File: src/rtl/sram_arbiter.sv
// sram_arbiter: shares one external 256Kx16 async SRAM between the video
// line fetch (read-only, fixed priority) and a host read/write port. A
// starvation guard hands the host a slot after HOST_SLOT back-to-back video
// grants made while the host was waiting. Every output is registered.
module sram_arbiter #(
    parameter int ACCESS_CYCLES = 2,   // 2..15
    parameter int HOST_SLOT     = 8    // 1..255
) (
    input  logic        clk,
    input  logic        reset,
    input  logic        vid_req,
    input  logic [17:0] vid_addr,
    output logic        vid_ack,
    output logic [15:0] vid_rdata,
    input  logic        host_req,
    input  logic        host_we,
    input  logic [17:0] host_addr,
    input  logic [15:0] host_wdata,
    input  logic [1:0]  host_be,
    output logic        host_ack,
    output logic [15:0] host_rdata,
    output logic        busy,
    output logic [17:0] ram_addr,
    input  logic [15:0] ram_din,
    output logic [15:0] ram_dout,
    output logic        ram_ce,
    output logic        ram_oe,
    output logic        ram_we,
    output logic        ram_lb,
    output logic        ram_hb
);

    localparam logic [1:0] S_IDLE   = 2'd0;
    localparam logic [1:0] S_ACCESS = 2'd1;
    localparam logic [1:0] S_DONE   = 2'd2;

    localparam logic [3:0] LAST_CNT = 4'(ACCESS_CYCLES - 1);
    localparam logic [7:0] SLOT_CNT = 8'(HOST_SLOT);

    logic [1:0]  state_q, state_d;
    logic [3:0]  cnt_q, cnt_d;
    logic        host_q, host_d;     // current grant belongs to host
    logic        we_q, we_d;         // current access is a write
    logic [17:0] addr_q, addr_d;
    logic [15:0] dout_q, dout_d;
    logic        ce_q, ce_d, oe_q, oe_d, wen_q, wen_d, lb_q, lb_d, hb_q, hb_d;
    logic        vack_q, vack_d, hack_q, hack_d;
    logic [15:0] vrd_q, vrd_d, hrd_q, hrd_d;
    logic [7:0]  starve_q, starve_d;
    logic        busy_q, busy_d;

    logic        grant_v, grant_h;
    logic        grant_we;
    logic [1:0]  grant_be;

    // Arbitration: video wins unless the host has waited out its slot.
    always_comb begin
        grant_v  = 1'b0;
        grant_h  = 1'b0;
        grant_we = 1'b0;
        grant_be = 2'b11;
        if (state_q == S_IDLE) begin
            grant_v = vid_req && !(host_req && starve_q == SLOT_CNT);
            grant_h = host_req && !grant_v;
        end
        if (grant_h && host_we) begin
            grant_we = 1'b1;
            grant_be = host_be;      // reads always enable both bytes
        end
    end

    // Next-state for the FSM and every registered output.
    always_comb begin
        state_d  = state_q;
        cnt_d    = cnt_q;
        host_d   = host_q;
        we_d     = we_q;
        addr_d   = addr_q;
        dout_d   = dout_q;
        ce_d     = ce_q;
        oe_d     = oe_q;
        wen_d    = wen_q;
        lb_d     = lb_q;
        hb_d     = hb_q;
        vack_d   = 1'b0;
        hack_d   = 1'b0;
        vrd_d    = vrd_q;
        hrd_d    = hrd_q;
        busy_d   = busy_q;
        starve_d = starve_q;

        case (state_q)
            S_IDLE: begin
                if (grant_v || grant_h) begin
                    state_d = S_ACCESS;
                    cnt_d   = 4'd0;
                    busy_d  = 1'b1;
                    host_d  = grant_h;
                    we_d    = grant_we;
                    addr_d  = grant_h ? host_addr : vid_addr;
                    if (grant_h)
                        dout_d = host_wdata;
                    ce_d  = 1'b0;
                    oe_d  = grant_we;
                    wen_d = 1'b1;    // first ACCESS cycle is address setup
                    lb_d  = ~grant_be[0];
                    hb_d  = ~grant_be[1];
                end
            end
            S_ACCESS: begin
                if (cnt_q == LAST_CNT) begin
                    state_d = S_DONE;
                    ce_d    = 1'b1;
                    oe_d    = 1'b1;
                    wen_d   = 1'b1;
                    lb_d    = 1'b1;
                    hb_d    = 1'b1;
                    if (host_q) begin
                        hack_d = 1'b1;
                        if (!we_q)
                            hrd_d = ram_din;
                    end else begin
                        vack_d = 1'b1;
                        vrd_d  = ram_din;
                    end
                end else begin
                    cnt_d = cnt_q + 4'd1;
                    if (we_q)
                        wen_d = 1'b0;
                end
            end
            S_DONE: begin
                state_d = S_IDLE;
                busy_d  = 1'b0;
            end
            default: begin
                state_d = S_IDLE;
                busy_d  = 1'b0;
            end
        endcase

        // Starvation counter only tracks a continuously waiting host.
        if (!host_req || grant_h)
            starve_d = 8'd0;
        else if (grant_v && starve_q != SLOT_CNT)
            starve_d = starve_q + 8'd1;
    end

    // State and output registers; reset aborts any access without an ack.
    always_ff @(posedge clk) begin
        if (reset) begin
            state_q  <= S_IDLE;
            cnt_q    <= 4'd0;
            host_q   <= 1'b0;
            we_q     <= 1'b0;
            addr_q   <= 18'd0;
            dout_q   <= 16'd0;
            ce_q     <= 1'b1;
            oe_q     <= 1'b1;
            wen_q    <= 1'b1;
            lb_q     <= 1'b1;
            hb_q     <= 1'b1;
            vack_q   <= 1'b0;
            hack_q   <= 1'b0;
            vrd_q    <= 16'd0;
            hrd_q    <= 16'd0;
            starve_q <= 8'd0;
            busy_q   <= 1'b0;
        end else begin
            state_q  <= state_d;
            cnt_q    <= cnt_d;
            host_q   <= host_d;
            we_q     <= we_d;
            addr_q   <= addr_d;
            dout_q   <= dout_d;
            ce_q     <= ce_d;
            oe_q     <= oe_d;
            wen_q    <= wen_d;
            lb_q     <= lb_d;
            hb_q     <= hb_d;
            vack_q   <= vack_d;
            hack_q   <= hack_d;
            vrd_q    <= vrd_d;
            hrd_q    <= hrd_d;
            starve_q <= starve_d;
            busy_q   <= busy_d;
        end
    end

    assign vid_ack    = vack_q;
    assign vid_rdata  = vrd_q;
    assign host_ack   = hack_q;
    assign host_rdata = hrd_q;
    assign busy       = busy_q;
    assign ram_addr   = addr_q;
    assign ram_dout   = dout_q;
    assign ram_ce     = ce_q;
    assign ram_oe     = oe_q;
    assign ram_we     = wen_q;
    assign ram_lb     = lb_q;
    assign ram_hb     = hb_q;

endmodule

File: config.mk
export PLATFORM = sky130hd
export DESIGN_NAME = sram_arbiter
export DESIGN_NICKNAME = d
export VERILOG_FILES = /design/src/rtl/sram_arbiter.sv
export SDC_FILE = /design/constraint.sdc
export NUM_CORES = 1
export LEC_CHECK = 0
export CELL_PAD_IN_SITES_DETAIL_PLACEMENT = 1
export CELL_PAD_IN_SITES_GLOBAL_PLACEMENT = 1
export CORE_MARGIN = 4
export CORE_UTILIZATION = 32
export CTS_CLUSTER_DIAMETER = 200
export CTS_CLUSTER_SIZE = 20
export DETAILED_ROUTE_END_ITERATION = 8
export MAX_ROUTING_LAYER = met4
export PLACE_DENSITY = 0.88
export SYNTH_ARGS = -nofsm -noshare
export SYNTH_HDL_FRONTEND = slang
export SYNTH_SLANG_ARGS = --single-unit
File: constraint.sdc
create_clock -name clk -period 2.3 [get_ports clk]
set_clock_uncertainty 0.1 [all_clocks]
set_input_delay 0.46 -clock clk [delete_from_list [all_inputs] [get_ports clk]]
set_output_delay 0.46 -clock clk [all_outputs]
set_load 0.005 [all_outputs]
# Word-level counts from Yosys, hierarchy flattened
# Index checks and enable logic that the tools add are counted.
# word_totals
romBits	0
register_bits	90
word_cells	83
out_inout_bits	74
latchBits	0
mem_bits_rw	0
n_memories	0
inputBits	75
# classes
add_sub_neg	2
order_cmp	0
n_mul	0
reduce_logical	23
div	0
n_eq_ne	8
bitwise_logic	6
shift	0
muxes	27
# op_table
operator	count
$mux W18	1
$reduce_and A3 Y1	5
$mux W1	13
$pmux W1 S2	6
$add A8 B1 Y8 const B	1
$eq A8 B4 Y1 const B	1
$mux W4	2
$ne A8 B4 Y1 const B	1
$pmux W4 S2	1
$mux W2	3
$not A1 Y1	6
$reduce_and A2 Y1	3
$logic_and A1 B1 Y1	5
$add A4 B1 Y4 const B	1
$eq A4 B1 Y1 const B	1
$ne A2 B2 Y1 const B	2
$pmux W2 S2	1
$reduce_and A4 Y1	1
$logic_not A1 Y1	3
$ne A3 B3 Y1 const B	1
$reduce_or A3 Y1	1
$eq A2 B1 Y1 const B	1
$logic_not A2 Y1	1
$logic_or A1 B1 Y1	2
3 further kinds	3

# Depth between registers and ports, before layout
# logic_depth
ltp_word	12
ltp_mapped	8
ltp_nobuf	6

# Worst setup path before layout
# Ideal clock, no wire load.
# synth_timing
kind	register -> register
start	register cnt_q[0]
end	register vrd_q[13], in the netlist vid_rdata[13]
synth_period_minus_slack_ns	1.905
stages_incl_launch_ff	7
setup_ns	0.128
required_time_ns	2.072
slack_ns	0.395
arrival_ns	1.677
n_path_buf	1
path_cell_list	dfxtp_1 ha_1 or3b_4 nor3_4 buf_6 mux2i_1 nor2_1
# synth_between
elab_chain_len	2
# synth_rtl
item	line_no	rtl
start, declared	41	logic [3:0] cnt_q, cnt_d;
start signal, assigned	171	cnt_q <= cnt_d;
$eq A4 B1 Y1	111	if (cnt_q == LAST_CNT) begin
$reduce_and A3 Y1 (no source line)	n/a	
end signal, assigned	183	vrd_q <= vrd_d;
end, declared	48	logic [15:0] vrd_q, vrd_d, hrd_q, hrd_d;
# No other way between the ends.
# A chain may end at the register's enable or synchronous reset.

# Final worst setup path
# layout_timing
start	register starve_q[0]
end	register starve_q[7]
# layout_between
elab_chain_len	9
elab_cells_between_ends	13
classes_between	add/sub (1); eq/ne (2); mux (2); reduce/logical (8)
# layout_rtl
item	line_no	rtl
start, declared	49	logic [7:0] starve_q, starve_d;
start signal, assigned	185	starve_q <= starve_d;
$eq A8 B4 Y1	63	grant_v = vid_req && !(host_req && starve_q == SLOT_CNT);
$logic_and A1 B1 Y1	63	
$logic_not A1 Y1	63	
$logic_and A1 B1 Y1	63	
$logic_not A1 Y1	64	grant_h = host_req && !grant_v;
$logic_and A1 B1 Y1	64	
$mux W1	62	if (state_q == S_IDLE) begin
$logic_or A1 B1 Y1	143	if (!host_req || grant_h)
$reduce_or A2 Y1 (no source line)	n/a	
# Several ways; a longest one is shown, not always the timed one.

==> Implementation_results.wiki <==
{| class="wikitable"
! Metric !! Value
|-
| Total congestion overflow || 0
|-
| Share of the synthesized area in the top cell type || 0.489
|-
| Final Hold Vio Count || 0
|-
| Initial DRT Pass Iterations || 4
|-
| Clock buffers created by TritonCTS || 9
|-
| Synth unique cells || 47
|-
| Critical path required time || 2.42 ns
|-
| RSZ-0062 raised after global routing || false
|-
| Power Density || around 700 nW/um2
|-
| Net switching component of the power || 0.000934 W
|-
| Vias post-DR || around 3.4k
|-
| Reg power frac || 0.428
|-
| Final period util || 0.858
|-
| Deepest level of the CTS H-tree || 3
|-
| Critical path launch point type || flop
|-
| Count of standard-cell rows || 38
|-
| Leading cell types by total area after synthesis || sky130_fd_sc_hd__dfxtp_1 (49%), sky130_fd_sc_hd__mux2i_1 (9.0%), sky130_fd_sc_hd__nor2_1 (6.1%), sky130_fd_sc_hd__o221a_2 (5.5%), sky130_fd_sc_hd__a21oi_1 (3.8%)
|-
| Remaining routing DRC violations || 0
|-
| Wire length of the first global-routing pass || roughly 19,000 um
|-
| Layout-stage area growth over the synthesis result || 53.1%
|-
| Number of top-level pins || approximately 150
|-
| P_int || 0.00303 W
|-
| Layout cells sized above 1 || 0.143
|-
| Final slew viol count || 0
|-
| Final worst path period need || between 1.5 and 2 ns
|-
| Number of global-route vias before repair || around 3.6k
|-
| Final setup violation count || 0
|-
| Worst hold path class || flop to flop
|-
| Antenna cells || 0
|-
| Number of filler instances in the final layout || roughly 1.2k
|-
| Number of warnings issued by yosys || 0
|-
| Sw frac || 0.235
|-
| # Max-Cap Violations || 0
|-
| Antenna Violating Nets Remaining || 0
|-
| Critical path data arrival time || about 2.1 ns
|-
| Achievable Freq || around 510 MHz
|-
| Biggest fanout along the worst timing path || 9
|-
| Placeable core region || about 11,000 um2
|-
| Clock root buffer master || sky130_fd_sc_hd__clkbuf_16
|-
| Run status || complete, no violations
|-
| Minimum setup slack after placement || approximately 0.043 ns
|-
| Seq cells post-synth || 90
|-
| Sum of routed wire length over all layers || 12,000 um
|-
| Die Area || around 13,000 um2
|-
| Port Buffer Count || approximately 150
|-
| Worst relative slew slack || 0.649
|-
| Insertion delay of the later-clocked pin in the worst-skew pair || roughly 0.34 ns
|-
| Layout net count || 593
|-
| P_leak || roughly 2.2 nW
|-
| GRT Total Usage || 0.188
|-
| Vertical extent of the die || 115 um
|-
| Sequential share of the synthesized area || 0.489
|-
| Share of synthesized registers carrying an async set or reset || 0
|-
| Tightest Pin Transition || 0.523 ns
|-
| PnR worst setup slack || roughly 0.33 ns
|-
| Number of setup buffers added after CTS || 0
|-
| Yosys top cell by area || sky130_fd_sc_hd__dfxtp_1
|-
| Mean cell area of the mapped netlist || 10.0 um2
|-
| Setup crit end kind || flop
|-
| Wire length per cell || approximately 18 um
|-
| Count of flip-flops with a built-in enable after synthesis || 0
|-
| Detailed placer's ending HPWL || 8790 um
|-
| Pin count of the biggest net entering global routing || 35
|-
| Worst Hold Margin || 0.359 ns
|-
| Instance count of the mapped netlist || 368
|-
| Post-Synthesis Net Count || about 450
|-
| Post-cts hold buffer count || 0
|-
| TritonCTS clock tree || built
|-
| Initial Utilization || 0.333
|-
| Worst supply voltage drop on vdd || around 0.30 mV
|-
| Routability-driven placement congestion ratio || between 0.7 and 0.8
|-
| Initial DRC Count || between 100 and 150
|-
| Number of buffers between clock root and the deepest sink || 2
|-
| Part of the power in the clock network || 0.408
|-
| Clock-pin slew of the registers on the worst-case setup and hold paths || approximately 0.070 ns
|-
| Share of power burned in combinational logic || 0.164
|-
| Total negative slack || 0 ns
|-
| PostCTS Resize Cnt || 0
|-
| Number of clock sinks seen by CTS || 90
|-
| Die Width || 115 um
|-
| Initial antenna violation count || 0
|-
| Critical Setup Path Class || flop to flop
|-
| Most frequently used flop master after synthesis || sky130_fd_sc_hd__dfxtp_1
|-
| Detail-routed via count per cell || ~5.1
|-
| Syn Std Cell Area || 3690 um2
|}
-- power groups by stage --
stage | Combinational, W | Sequential (W) | Clock [W]
final | 0.000651 | 0.00170 | 0.00162
after global routing | 0.000707 | 0.00171 | 0.00172
after floorplan | 0.000284 | 0.00172 | 0
after CTS | 0.000658 | 0.00170 | 0.00167
after detailed placement | 0.000652 | 0.00173 | 0
after global placement | 0.000629 | 0.00173 | 0
-- cell usage after synthesis, drive strengths merged, types with 6 or more instances --
| library cell | n |
|---|---|
| inv | 10 |
| mux2i | 33 |
| dfxtp | 90 |
| nor4b | 17 |
| clkbuf | 14 |
| buf | 14 |
| a21oi | 28 |
| a31o | 16 |
| nor2 | 61 |
| o221a | 18 |
| nand2 | 12 |
| nand3 | 6 |
-- layer usage --
| metal | global-route usage | up-vias | part of all wire |
|---|---|---|---|
| met2 | 0.326 | 126 | 0.49 |
| met3 | 0.0479 | 19 | 0.070 |
| met1 | 0.209 | 1636 | 0.42 |
| li1 | - | 1610 | - |
| met5 | - | - | 0 |
| met4 | 0.0649 | 0 | 0.021 |
-- worst paths after layout --
check | from | endpoint | slack, ns | cells past startpoint
worst max-delay path | starve_q[0] | starve_q[7] | 0.33 | 8
worst min-delay path | ram_ce | ram_ce | 0.36 | 2
worst max register to register | starve_q[0] | starve_q[7] | 0.33 | 8
worst min register to register | ram_ce | ram_ce | 0.36 | 2
-- sequential cells by signal, indices dropped and copies added, names as in the netlist, 2 cells and up --
register and cells:
host_rdata 16, starve_q 8, cnt_q 4, state_q 2
ram_dout 16, vid_rdata 16, ram_addr 18
-- layout by cell type (no fill, tap or decap), drive strengths merged, types with 3 or more instances in the layout --
| cell type | n |
|---|---|
| o21ai | 3 |
| nor2 | 61 |
| xor2 | 5 |
| or2 | 3 |
| clkbuf | 12 |
| dfxtp | 90 |
| mux2i | 33 |
| nand3 | 6 |
| nand2 | 12 |
| buf | 16 |
| nor4b | 17 |
| nor3b | 3 |
| ha | 4 |
| clkinv | 3 |
| a2bb2oi | 3 |
| a21oi | 28 |
| a31o | 16 |
| o221a | 18 |
| clkdlybuf4s50 | 147 |
| inv | 10 |
| nor3 | 5 |
-- cells by family after synthesis --
family,synth area share
XOR/XNOR,0.0143
AO/OA/AOI/OAI,0.157
buffers and inverters,0.0553
flip-flops,0.489
AND/OR/NAND/NOR,0.181
adder cells (fa/ha/maj),0.0136
multiplexers,0.0896
-- layout make-up --
class | count | area (um2) | area share
repair buffers | 163 | 1610 | 0.286
inverters | 11 | 41.3 | 0.00732
multi-input cells | 239 | 1680 | 0.298
clock inverters | 4 | 73.8 | 0.0131
clock buffers | 12 | 256 | 0.0455
well taps | 140 | 175 | 0.0310
flip-flops and latches | 90 | 1800 | 0.319
-- through the flow --
stage                      util  total power, W  area [um2]  cells
after floorplan               -         0.00201        3690    368
after global placement    0.480         0.00236        5310    643
after detailed placement  0.480         0.00238        5310    643
after CTS                 0.509         0.00402        5640    659
after global routing      0.509         0.00414        5640    659
final                     0.509         0.00397        5640    659
-- worst max-delay path, cell delays in order, from the launching register on --
cell and delay, ns:
sky130_fd_sc_hd__dfxtp_1 0.37, sky130_fd_sc_hd__inv_1 0.08, sky130_fd_sc_hd__ha_1 0.14, sky130_fd_sc_hd__nor4b_4 0.28
sky130_fd_sc_hd__a21boi_2 0.12, sky130_fd_sc_hd__buf_4 0.19, sky130_fd_sc_hd__o311ai_1 0.28, sky130_fd_sc_hd__buf_4 0.22
sky130_fd_sc_hd__nor2_1 0.07
No activity file was read; power rests on OpenSTA's default activity.
